`config.mk`:
```
export PLATFORM = sky130hd
export DESIGN_NAME = serial_paralelo
export DESIGN_NICKNAME = d
export VERILOG_FILES = /design/src/rtl/serial_paralelo.sv
export SDC_FILE = /design/constraint.sdc
export NUM_CORES = 1
export LEC_CHECK = 0
export ABC_AREA = 1
export BUFFER_PORTS_ARGS = -buffer_cell sky130_fd_sc_hd__buf_2
export CAP_MARGIN = 40
export CORE_AREA = 2 2 55 70
export CTS_CLUSTER_DIAMETER = 200
export DETAILED_ROUTE_END_ITERATION = 10
export DIE_AREA = 0 0 57 72
export GPL_TIMING_DRIVEN = 0
export PLACE_DENSITY = 0.51
export REMOVE_ABC_BUFFERS = 1
export SLEW_MARGIN = 5
export SYNTH_ARGS = -nofsm -noshare
export SYNTH_HDL_FRONTEND = slang
export SYNTH_SLANG_ARGS = --single-unit
```
`constraint.sdc`:
```
create_clock -name clk_32f -period 1.8 [get_ports clk_32f]
set_input_delay 0.09 -clock clk_32f [delete_from_list [all_inputs] [get_ports clk_32f]]
set_output_delay 0.09 -clock clk_32f [all_outputs]
set_load 0.01 [all_outputs]
```
`src/rtl/serial_paralelo.sv`:
```
// serial_paralelo: receive-side deserializer.
// Aligns byte boundaries to the comma symbol and emits received bytes.
module serial_paralelo #(
  parameter logic [7:0]  COMMA       = 8'hBC,
  parameter int unsigned COMMA_COUNT = 4
) (
  input  logic       clk_32f,
  input  logic       reset,
  input  logic       data_in,
  output logic [7:0] data_out,
  output logic       valid_out,
  output logic       byte_strobe,
  output logic       active
);

  typedef enum logic [1:0] {
    SEARCH = 2'd0,
    LOCK   = 2'd1,
    ACTIVE = 2'd2
  } state_t;

  localparam logic [3:0] CC = 4'(COMMA_COUNT);

  state_t     state;
  state_t     state_nx;
  logic [6:0] shift_reg;
  logic [7:0] window;
  logic       is_comma;
  logic       boundary;
  logic [2:0] bit_cnt;
  logic [2:0] bit_cnt_nx;
  logic [3:0] bc_cnt;
  logic [3:0] bc_cnt_nx;
  logic [7:0] data_nx;
  logic       valid_nx;
  logic       strobe_nx;

  // Only the 7 older bits are stored; the newest is data_in itself.
  assign window   = {shift_reg, data_in};
  assign is_comma = (window == COMMA);
  assign boundary = (bit_cnt == 3'd7);

  // Alignment FSM and output next-values.
  always_comb begin
    state_nx   = state;
    bit_cnt_nx = bit_cnt + 3'd1;
    bc_cnt_nx  = bc_cnt;
    data_nx    = data_out;
    valid_nx   = 1'b0;
    strobe_nx  = 1'b0;
    unique case (state)
      SEARCH: begin
        bit_cnt_nx = bit_cnt;
        if (is_comma) begin
          bit_cnt_nx = 3'd0;
          bc_cnt_nx  = 4'd1;
          state_nx   = (CC == 4'd1) ? ACTIVE : LOCK;
        end
      end
      LOCK: begin
        if (boundary) begin
          if (is_comma) begin
            bc_cnt_nx = bc_cnt + 4'd1;
            if (bc_cnt_nx == CC)
              state_nx = ACTIVE;
          end else begin
            bc_cnt_nx = 4'd0;
            state_nx  = SEARCH;
          end
        end
      end
      ACTIVE: begin
        if (boundary) begin
          strobe_nx = 1'b1;
          if (!is_comma) begin
            valid_nx = 1'b1;
            data_nx  = window;
          end
        end
      end
      default: state_nx = SEARCH;
    endcase
  end

  // State, counters, shift history and registered outputs.
  always_ff @(posedge clk_32f or posedge reset) begin
    if (reset) begin
      state       <= SEARCH;
      shift_reg   <= '0;
      bit_cnt     <= '0;
      bc_cnt      <= '0;
      data_out    <= '0;
      valid_out   <= 1'b0;
      byte_strobe <= 1'b0;
      active      <= 1'b0;
    end else begin
      state       <= state_nx;
      shift_reg   <= window[6:0];
      bit_cnt     <= bit_cnt_nx;
      bc_cnt      <= bc_cnt_nx;
      data_out    <= data_nx;
      valid_out   <= valid_nx;
      byte_strobe <= strobe_nx;
      active      <= (state_nx == ACTIVE);
    end
  end

endmodule

```
Word-level counts from Yosys, hierarchy flattened:

Index checks and enable logic that the tools add are counted.

* $add $sub $neg: 2
* bitwise logic cells: 1
* muxes and demuxes: 16
* reduce and logical (&&, ||, !) cells: 4
* equality and inequality tests: 8

Operator list (count)
* two-way mux 4 bit: 3
* == test 8 bit, second input constant: 1
* two-way mux 2 bit: 4
* one-hot mux 4 bit (2 select lines): 1
* two-way mux 3 bit: 2
* one-hot mux 2 bit (3 select lines): 1
* AND reduction 3 bit: 2
* two-way mux 1 bit: 5
* adder 4 x 1 -> 4 bit, second input constant: 1
* == test 2 bit, second input constant: 2
* == test 4 x 3 -> 1 bit, second input constant: 1
* inequality test 2 bit, second input constant: 2
* adder 3 x 1 -> 3 bit, second input constant: 1
* == test 3 bit, second input constant: 1
* == test 2 x 1 -> 1 bit, second input constant: 1
* zero test 2 bit: 1
* nonzero test 2 bit: 1
* NOT 1 bit: 1

* input bits: 3
* register bits after elaboration: 27
* output and inout port bits: 11
* word-level logic and storage cells: 39

Logic depth before layout (Yosys ltp):

Gate-level depths: netlist (run 1).

* depth in word-level cells: 7
* depth in mapped cells: 8
* depth with buffers taken out: 8

Least setup slack after synthesis (run 1):

No wires, ideal clock.

* path type: register to register
* start point: register bit_cnt[0]
* end point: register data_out[0]
* library setup time: 126 ps
* arrival: 1127 ps
* buffers on the path: 1
* clock period less this slack: 1253 ps
* cell stages (with the launch flop): 8
* required time: 1674 ps
* setup slack: 547 ps
* cells stage by stage: dfrtp_1 -> ha_1 -> ha_1 -> inv_1 -> nor2_4 -> nand2_4 -> buf_6 -> o21ai_0

* word-level cells in the longest chain between the ends: 2

RTL lines
* start, declared: RTL line 30 `logic [2:0] bit_cnt;`
* start signal, assigned: RTL line 99 `bit_cnt <= bit_cnt_nx;`
* == test 3 bit: RTL line 41 `assign boundary = (bit_cnt == 3'd7);`
* AND reduction 3 bit (no source line)
* end signal, assigned: RTL line 101 `data_out <= data_nx;`
* end, declared: RTL line 10 `output logic [7:0] data_out,`

No other way between the ends.
A chain may end at the register's enable or synchronous reset.

Final worst setup path (run 1):

* start point: register bit_cnt[0]
* end point: register data_out[4]

The elaborated chain is that of the path after synthesis.

==> summary.md, run 1 <==
| Metric | Value |
|---|---|
| Pins over their slew limit | `0` |
| Leakage | `0.000764 µW` |
| Port Buffers | `13` |
| Setup crit end kind | `flop` |
| Switching power share of the total | `0.271` |
| Crit Path Max Fanout | `12` |
| Power Internal | `roughly 900 µW` |
| Rows | `24` |
| CTS tree | `built` |
| Clk buf depth | `2` |
| Yosys Warn Count | `0` |
| R2r worst-path depth | `8` |
| Final setup fails | `0` |
| Resized cells post-CTS | `0` |
| Core area | `about 3400 µm²` |
| Number of routed nets with antenna violations | `0` |
| Antenna diode count | `0` |
| DPL Wire Length | `around 1.5 mm` |
| Die outline width | `~57 µm` |
| Slew headroom | `0.703` |
| # IOs | `14` |
| Syn-to-layout area delta | `17.2%` |
| Post-Route WL | `2.03 mm` |
| DIE AREA | `4100 µm²` |
| Smallest hold slack | `between 0.3 and 0.4 ns` |
| Starting Density | `0.340` |
| Clock tree root driver cell | `clkbuf_8` |
| Max-cap check violation count | `0` |
| GR peak layer | `met2` |
| Post-CTS setup buffers | `0` |
| Via count | `840` |
| Clk network pwr share | `0.302` |
| Worst-margin pin slew | `between 0.4 and 0.5 ns` |
| Unrepaired setup endpoints after global routing | `false` |
| Critical path data arrival time | `1.63 ns` |
| Initial antenna violation count | `0` |
| Syn_area_per_cell | `around 9.3 µm²` |
| CP Capture Point | `data_out[4]` |
| Seq/Total Area, Yosys | `0.581` |
| Share of cells above drive strength 1 | `0.167` |
| Max VDD drop | `just over 700 µV` |
| CP Class | `flop to flop` |
| Num CTS Buffers | `3` |
| Global route overflow | `0` |
| Syn Std Cell Area | `1160 µm²` |
| Post-synth ARST share | `1.00` |
| Sink Count | `27` |
| Clock latency on the worst-skew pair | `~0.27 ns` |
| R2r setup slk | `between 0.3 and 0.4 ns` |
| Fmax | `687 MHz` |
| Fin Setup TNS | `0 ns` |
| Routed len/inst | `11.1 µm` |
| FF+latch count, synth | `27` |
| Cells after synthesis | `between 100 and 150` |
| CP startpoint | `bit_cnt[0]` |
| Startpoint types | `flop` |
| DRC viols | `0` |
| Final net count | `about 150` |
| Vias per cell | `approximately 4.6` |
| Combinational share of power | `0.121` |
| H-tree depth | `1` |
| Clk slew on worst S/H paths | `around 0.1 ns` |
| Post-synth EDFFs | `0` |
| Met2 usage | `0.211` |
| Vias in the first global route | `roughly 840` |
| Most used DFF post-synth | `dfrtp_1` |
| PwrDens | `just under 900 nW/µm²` |
| Period utilization | `0.808` |
| Largest net degree at the start of global routing | `20` |
| Hold-fix buffers, CTS | `2` |
| Worst Skew | `0.00163 ns` |
| RR Startpoint | `bit_cnt[0]` |
| Hold Crit Class | `primary input to async pin` |
| Required time of the critical path | `1.97 ns` |
| GPL Wtd Cong | `0.800` |
| Yosys cell types | `15` |
| Hold Fails Final Rpt | `0` |
| Number of flip-flops in the largest register | `8` |
| Initial drt markers | `21` |
| First-pass GRT wire length | `3.73 mm` |
| Minimum clock period | `roughly 1.5 ns` |
| Sequential share of power | `0.577` |
| P_sw | `326 µW` |
| Met3 Use GR | `0.0250` |
| Chip height | `72 µm` |
| All-layer global routing usage | `0.116` |
| DR pass1 iterations | `4` |
| Reg2reg end | `data_out[4]` |
| GRT met1 Usage | `0.135` |
| Status | `complete, no violations` |
[worst min-delay path by stage]
stage          startpoint      endpoint  cells past startpoint
2_1_floorplan     data_in  shift_reg[0]                      0
3_3_place_gp      data_in  shift_reg[0]                      1
3_5_place_dp        reset   data_out[3]                      2
4_1_cts             reset   data_out[5]                      3
5_1_grt             reset   data_out[5]                      3
6_report            reset   data_out[2]                      3
[logic make-up (layout without fill, tap and decap cells)]
kind of cell / count (synthesis) / in the layout / synth area share
buffers and inverters: 14 / 33 / 0.0517
AOI/OAI and AO/OA: 6 / 6 / 0.0258
adders and majority gates: 4 / 4 / 0.0431
and+or+nand+nor: 73 / 73 / 0.291
DFF: 27 / 27 / 0.581
xor gates and xnor gates: 1 / 1 / 0.00754
[synthesized netlist by cell type, types with 2 or more instances]
library cell,n,share of area
nand4_1,2,0.011
nor2_1,8,0.026
dfrtp_1,27,0.58
nand2_4,2,0.019
nor2_4,3,0.029
o21ai_0,5,0.022
inv_1,13,0.042
nand3_1,9,0.039
ha_1,4,0.043
nand2_1,47,0.15
[power groups by stage]
stage,registers [µW],clock network (µW),logic [µW]
final,695,363,146
after global routing,704,398,176
after CTS,696,378,150
after detailed placement,707,0,145
after global placement,705,0,134
after floorplan,696,0,113
[area by class of cell]
cell class                      count  area, µm²
Fill cell                         371       2060
Sequential cell                    27        676
Multi-Input combinational cell     84        427
Timing Repair Buffer               16        113
Inverter                           13       48.8
Tap cell                           39       48.8
Clock buffer                        3       41.3
Clock inverter                      1       8.76
[metrics by stage]
| step | setup slack [ns] | instances | total power, µW | utilization | cell area [µm²] |
|---|---|---|---|---|---|
| final | 0.345 | 183 | 1200 | 0.398 | 1360 |
| after global routing | 0.187 | 183 | 1280 | 0.398 | 1360 |
| after CTS | 0.330 | 183 | 1220 | 0.398 | 1360 |
| after detailed placement | 0.362 | 177 | 852 | 0.378 | 1290 |
| after global placement | 0.354 | 176 | 838 | 0.370 | 1260 |
| after floorplan | 0.504 | 124 | 809 | - | 1150 |
[critical path, stage by stage (launching register included)]
cell and delay [ns]:
dfrtp_1 0.41, ha_1 0.20, ha_1 0.21, inv_1 0.10
nor2_4 0.06, nand2_4 0.13, inv_1 0.12, nand2_1 0.07
nand2_1 0.05
[cell usage in the layout (no fill, tap or decap), types with 2 or more instances in the layout]
master / Yosys / final
nand2_1: 47 / 47
dfrtp_1: 27 / 27
inv_1: 13 / 13
buf_2: 0 / 13
nand3_1: 9 / 9
nor2_1: 8 / 8
o21ai_0: 5 / 5
ha_1: 4 / 4
nor2_4: 3 / 3
clkbuf_8: 0 / 3
nand2_4: 2 / 2
nand4_1: 2 / 2
dlygate4sd3_1: 0 / 2
[metal layers]
| metal | part of all wire | up-vias |
|---|---|---|
| li1 | - | 428 |
| met1 | 0.43 | 400 |
| met2 | 0.53 | 8 |
| met3 | 0.025 | 4 |
| met4 | 0.015 | 0 |
| met5 | 0 | - |
Note: power is estimated with default switching activity, not from simulation.
==> run 2: changes to the inputs <==
--- a/config.mk
+++ b/config.mk
@@ -5,7 +5,7 @@
 export SDC_FILE = /design/constraint.sdc
 export NUM_CORES = 1
 export LEC_CHECK = 0
-export ABC_AREA = 1
+export ABC_AREA = 0
 export BUFFER_PORTS_ARGS = -buffer_cell sky130_fd_sc_hd__buf_2
 export CAP_MARGIN = 40
 export CORE_AREA = 2 2 55 70
==> constraint.sdc (replaced) <==
create_clock -name clk_32f -period 1.45 [get_ports clk_32f]
set_input_delay 0.0725 -clock clk_32f [delete_from_list [all_inputs] [get_ports clk_32f]]
set_output_delay 0.0725 -clock clk_32f [all_outputs]
set_load 0.01 [all_outputs]
==> summary.md, run 2 <==
| Metric | Value |
|---|---|
| Clk network pwr share | `0.326` |
| Reg2reg end | `data_out[4]` |
| FF+latch count, synth | `27` |
| Port Buffers | `13` |
| Fin Setup TNS | `-0.635 ns` |
| Hold Crit Class | `primary input to flop` |
| Clock latency on the worst-skew pair | `approximately 0.27 ns` |
| DR pass1 iterations | `4` |
| Clk buf depth | `2` |
| PwrDens | `between 800 and 900 nW/µm²` |
| Via count | `between 800 and 900` |
| Period utilization | `1.08` |
| Yosys cell types | `30` |
| Minimum clock period | `between 1.5 and 2 ns` |
| All-layer global routing usage | `0.117` |
| First-pass GRT wire length | `3.77 mm` |
| Sink Count | `27` |
| Max VDD drop | `about 460 µV` |
| Seq/Total Area, Yosys | `0.583` |
| Worst Hold End | `data_out[0]` |
| Pins over their slew limit | `0` |
| Unrepaired setup endpoints after global routing | `true` |
| Fmax | `between 600 and 700 MHz` |
| R2r worst-path depth | `6` |
| Antenna diode count | `0` |
| P_sw | `about 280 µW` |
| DPL Wire Length | `between 1 and 1.5 mm` |
| Initial antenna violation count | `0` |
| # IOs | `14` |
| Chip height | `slightly above 70 µm` |
| CTS tree | `built` |
| Placed cell area | `around 1300 µm²` |
| Slew headroom | `0.697` |
| Syn Std Cell Area | `1160 µm²` |
| Power Internal | `1010 µW` |
| Final setup fails | `7` |
| Post-Route WL | `around 2.2 mm` |
| Most common cell in the netlist | `dfrtp_1` |
| Status | `finished with violations` |
| Post-synth EDFFs | `0` |
| Final net count | `131` |
| RR Startpoint | `bit_cnt[1]` |
| Number of routed nets with antenna violations | `0` |
| GPL Wtd Cong | `0.837` |
| Largest net degree at the start of global routing | `20` |
| Combinational share of power | `0.062` |
| Fin worst setup slack | `-0.109 ns` |
| Final instance area | `1510 µm²` |
| Required time of the critical path | `1.61 ns` |
| Initial drt markers | `15` |
| Synth area leaders | `dfrtp_1 58%, mux2_4 9.1%, ha_1 4.3%` |
| Routed len/inst | `between 10 and 15 µm` |
| Vias in the first global route | `just over 800` |
| Number of flip-flops in the largest register | `8` |
| Commonest cells after routing, fill and taps aside | `26 x dfrtp_1, 14 x buf_4, 13 x buf_2` |
| Worst hold path depth | `2` |
| Sequential share of power | `0.612` |
| DIE AREA | `4100 µm²` |
| Setup crit end kind | `flop` |
| Startpoint types | `flop` |
| Rows | `24` |
| Clock tree root driver cell | `clkbuf_8` |
| Vias per cell | `4.98` |
| Commonest cells in the synthesized netlist | `27 x dfrtp_1, 7 x inv_1, 7 x mux2_4` |
| Failing checks | `negative setup slack` |
| Hold Fails Final Rpt | `0` |
| Syn_area_per_cell | `between 10 and 15 µm²` |
| Global route overflow | `0` |
| Num CTS Buffers | `3` |
| Die outline width | `around 57 µm` |
| Max-cap check violation count | `0` |
| Synth area leader | `dfrtp_1` |
| Core area | `about 3400 µm²` |
| CP Class | `flop to flop` |
| R2r setup slk | `-0.11 ns` |
| Syn-to-layout area delta | `30.2%` |
| Cells after synthesis | `just over 90` |
| Critical path data arrival time | `1.72 ns` |
| Starting Density | `0.338` |
| Most used DFF post-synth | `dfrtp_1` |
| DRC viols | `0` |
| H-tree depth | `1` |
| Crit Path Max Fanout | `5` |
| Clk slew on worst S/H paths | `about 0.090 ns` |
| Switching power share of the total | `0.215` |
| Worst Skew | `between 0.003 and 0.004 ns` |
| Commonest non-fill, non-tap cell in the layout | `dfrtp_1` |
| Post-synth ARST share | `1.00` |
| Worst-margin pin slew | `0.453 ns` |
| Top-area cell type share of the netlist area | `0.583` |
| Min-delay src | `data_in` |
| Leakage | `~0.0007 µW` |
| Yosys Warn Count | `0` |
| Share of cells above drive strength 1 | `0.398` |
[run 2: area by class of cell]
class | instances | area [µm²]
clock inverters | 1 | 5.00
well taps | 39 | 48.8
flip-flops and latches | 27 | 677
fillers | 322 | 1910
inverters | 7 | 26.3
multi-input cells | 55 | 493
clock buffers | 3 | 41.3
repair buffers | 30 | 218
[run 2: per-layer routing]
metal,up-vias,global-route usage,wire [µm]
li1,390,-,-
met1,406,0.157,1040
met2,10,0.188,1120
met3,0,0.0178,62
met4,0,0.0517,0
met5,-,0,0
[run 2: kinds of logic (layout without fill, tap and decap cells)]
group	Yosys count	in the layout	share of synthesized area
AOI/OAI and AO/OA	15	15	0.0939
muxes	8	8	0.0994
adders and majority gates	4	4	0.0432
DFF	27	27	0.583
buffers and inverters	11	41	0.0486
and+or+nand+nor	26	27	0.124
xor gates and xnor gates	1	1	0.00756
[run 2: worst max-delay path by stage]
stage / startpoint / to / slack (ns) / cells after the start
detailed placement: bit_cnt[0] / data_out[4] / -0.32 / 6
floorplan: bit_cnt[0] / data_out[0] / -0.12 / 6
finish: bit_cnt[1] / data_out[4] / -0.11 / 6
global placement: shift_reg[0] / data_out[4] / -0.28 / 4
CTS: bit_cnt[1] / data_out[4] / -0.1 / 6
global route: bit_cnt[1] / data_out[2] / -0.17 / 6
[run 2: through the flow]
step	util	total power (µW)	std cells	setup slack, ns	hold slack [ns]
global route	0.441	1350	162	-0.169	0.0797
floorplan	-	835	88	-0.119	0.104
global placement	0.363	859	140	-0.278	0.220
detailed placement	0.371	869	141	-0.317	0.0886
finish	0.441	1290	162	-0.109	0.0818
CTS	0.434	1310	160	-0.0994	0.0800
[run 2: critical path: stages, from the launching register on]
cell and delay, ns:
dfrtp_1 0.40, ha_4 0.16, ha_4 0.15, nand3b_1 0.12, inv_2 0.10, and2_4 0.21
mux2_4 0.31
[run 2: timing repair]
item	CTS	global route
gates resized for setup	10	2
pin swaps	6	1
hold endpoints to repair	9	0
hold buffers	2	0
setup buffers	12	2
cloned	1	0
endpoints found under the setup margin	15	11
[run 2: power by group through the flow]
stage,clock (µW),combinational (µW),sequential (µW)
floorplan,0,29.8,806
finish,419,79.9,788
global route,469,88.7,792
CTS,438,81.5,789
detailed placement,0,66.6,803
global placement,0,56.8,802
==> run 3: changes to the inputs <==
--- a/config.mk
+++ b/config.mk
@@ -10,6 +10,7 @@
 export CAP_MARGIN = 40
 export CORE_AREA = 2 2 55 70
 export CTS_CLUSTER_DIAMETER = 200
+export CTS_CLUSTER_SIZE = 12
 export DETAILED_ROUTE_END_ITERATION = 10
 export DIE_AREA = 0 0 57 72
 export GPL_TIMING_DRIVEN = 0
==> constraint.sdc (replaced) <==
create_clock -name clk_32f -period 1.45 [get_ports clk_32f]
set_input_delay 0.145 -clock clk_32f [delete_from_list [all_inputs] [get_ports clk_32f]]
set_output_delay 0.145 -clock clk_32f [all_outputs]
set_load 0.01 [all_outputs]
==> summary.md, run 3 (same netlist as run 2, synthesis figures left out) <==
| Metric | Value |
|---|---|
| GPL Wtd Cong | `~0.84` |
| Clk slew on worst S/H paths | `~0.090 ns` |
| First-pass GRT wire length | `around 3.7 mm` |
| Hold Crit Class | `primary input to flop` |
| Rows | `24` |
| PwrDens | `approximately 860 nW/µm²` |
| Unrepaired setup endpoints after global routing | `true` |
| Vias in the first global route | `just over 800` |
| CTS tree | `built` |
| Number of flip-flops in the largest register | `8` |
| DPL Wire Length | `between 1 and 1.5 mm` |
| H-tree depth | `1` |
| Via count | `between 800 and 900` |
| Crit path depth | `6` |
| Worst Skew | `between 0.003 and 0.004 ns` |
| Chip height | `~72 µm` |
| Required time of the critical path | `around 1.6 ns` |
| Critical path cell sequence | `ha_4 > ha_4 > nand3b_1 > inv_2 > and2_4 > mux2_4` |
| Minimum clock period | `1.56 ns` |
| Share of cells above drive strength 1 | `0.402` |
| CP max-delay cell | `dfrtp_1` |
| Slew headroom | `0.698` |
| Critical path data arrival time | `about 1.7 ns` |
| CP startpoint | `bit_cnt[1]` |
| Syn-to-layout area delta | `29.4%` |
| Failing checks | `negative setup slack` |
| Final setup fails | `7` |
| Commonest cells after routing, fill and taps aside | `26 x dfrtp_1, 14 x buf_4, 13 x buf_2` |
| RR Startpoint | `bit_cnt[1]` |
| Number of routed nets with antenna violations | `0` |
| Clk buf depth | `2` |
| DIE AREA | `between 4000 and 5000 µm²` |
| Max VDD drop | `456 µV` |
| All-layer global routing usage | `0.115` |
| Fin worst setup slack | `-0.107 ns` |
| Port Buffers | `13` |
| DR pass1 iterations | `4` |
| Startpoint types | `flop` |
| Max-cap check violation count | `0` |
| Worst-margin pin slew | `~0.45 ns` |
| Slowest stage delay, CP | `approximately 0.40 ns` |
| Vias per cell | `~5` |
| Most used cell, CP | `ha_4` |
| CP Class | `flop to flop` |
| Crit Path Max Fanout | `5` |
| CP Capture Point | `data_out[4]` |
| Pins over their slew limit | `0` |
| Die outline width | `between 50 and 60 µm` |
| Final Util | `0.438` |
| Clock latency on the worst-skew pair | `0.27 ns` |
| Routed len/inst | `13.7 µm` |
| DRC viols | `0` |
| R2r worst-path depth | `6` |
| # IOs | `14` |
| Initial antenna violation count | `0` |
| Smallest hold slack | `between 0.015 and 0.02 ns` |
| CP top delay family | `flip-flops` |
| Num CTS Buffers | `3` |
| Post-Route WL | `around 2.2 mm` |
| Clock tree root driver cell | `clkbuf_8` |
| Largest net degree at the start of global routing | `20` |
| Period utilization | `1.07` |
| R2r setup slk | `-0.11 ns` |
| Reg2reg end | `data_out[4]` |
| Pre-CTS worst setup slack | `-0.317 ns` |
| Global route overflow | `0` |
| Antenna diode count | `0` |
| Starting Density | `0.338` |
| Initial drt markers | `16` |
| CP Buf/Inv Count | `1` |
| Setup crit end kind | `flop` |
| Fillers | `323` |
| Status | `finished with violations` |
| Sink Count | `27` |
| Fmax | `between 600 and 700 MHz` |
| Leakage | `a little under 0.0007 µW` |
| Hold Fails Final Rpt | `0` |
| Core area | `~3400 µm²` |
| Final net count | `130` |
| Commonest non-fill, non-tap cell in the layout | `dfrtp_1` |
==> run 3: repair_timing <==
item / 4_1_cts / 5_1_grt
resized for setup: 10 / 2
endpoints found under the setup margin: 15 / 12
hold endpoints to repair: 8 / 0
setup buffers: 12 / 2
pin swaps: 6 / 1
hold buffers: 1 / 0
cloned: 1 / 0
==> run 3: layout make-up <==
| cell class | instances | area (µm²) | share of cell area |
|---|---|---|---|
| multi-input combinational | 55 | 493 | 0.329 |
| clock buffer | 3 | 41.3 | 0.0275 |
| tap | 39 | 48.8 | 0.0326 |
| timing repair buffer | 29 | 208 | 0.139 |
| clock inverter | 1 | 5.00 | 0.00334 |
| inverter | 7 | 26.3 | 0.0175 |
| sequential | 27 | 677 | 0.452 |
==> run 3: worst min path at each step <==
stage / to / slack [ns] / startpoint / cells past startpoint
2_1_floorplan: shift_reg[0] / 0.18 / data_in / 0
3_3_place_gp: shift_reg[0] / 0.29 / data_in / 1
3_5_place_dp: bit_cnt[0] / 0.16 / reset / 2
4_1_cts: shift_reg[0] / 0.02 / data_in / 1
5_1_grt: shift_reg[0] / 0.02 / data_in / 1
6_report: shift_reg[0] / 0.02 / data_in / 1
==> run 3: routing by layer <==
layer	routed length, µm	track usage	up-vias
met4	0	0.0517	0
met5	0	0	-
li1	-	-	390
met3	62	0.0178	0
met1	1020	0.150	406
met2	1120	0.189	10
==> run 3: where the power goes <==
part / internal [µW] / total [µW] / switching (µW)
combinational: 42.5 / 77.6 / 35.1
sequential: 774 / 788 / 14.4
clock: 192 / 420 / 228
total: 1010 / 1290 / 278
==> run 3: through the flow <==
| stage | power (µW) | instance area (µm²) | setup TNS, ns | std cells |
|---|---|---|---|---|
| final | 1290 | 1500 | -0.619 | 161 |
| after global routing | 1340 | 1500 | -1.20 | 161 |
| after CTS | 1310 | 1480 | -0.544 | 159 |
| after detailed placement | 869 | 1270 | -3.06 | 141 |
| after global placement | 859 | 1240 | -2.68 | 140 |
| after floorplan | 835 | 1130 | -0.833 | 88 |
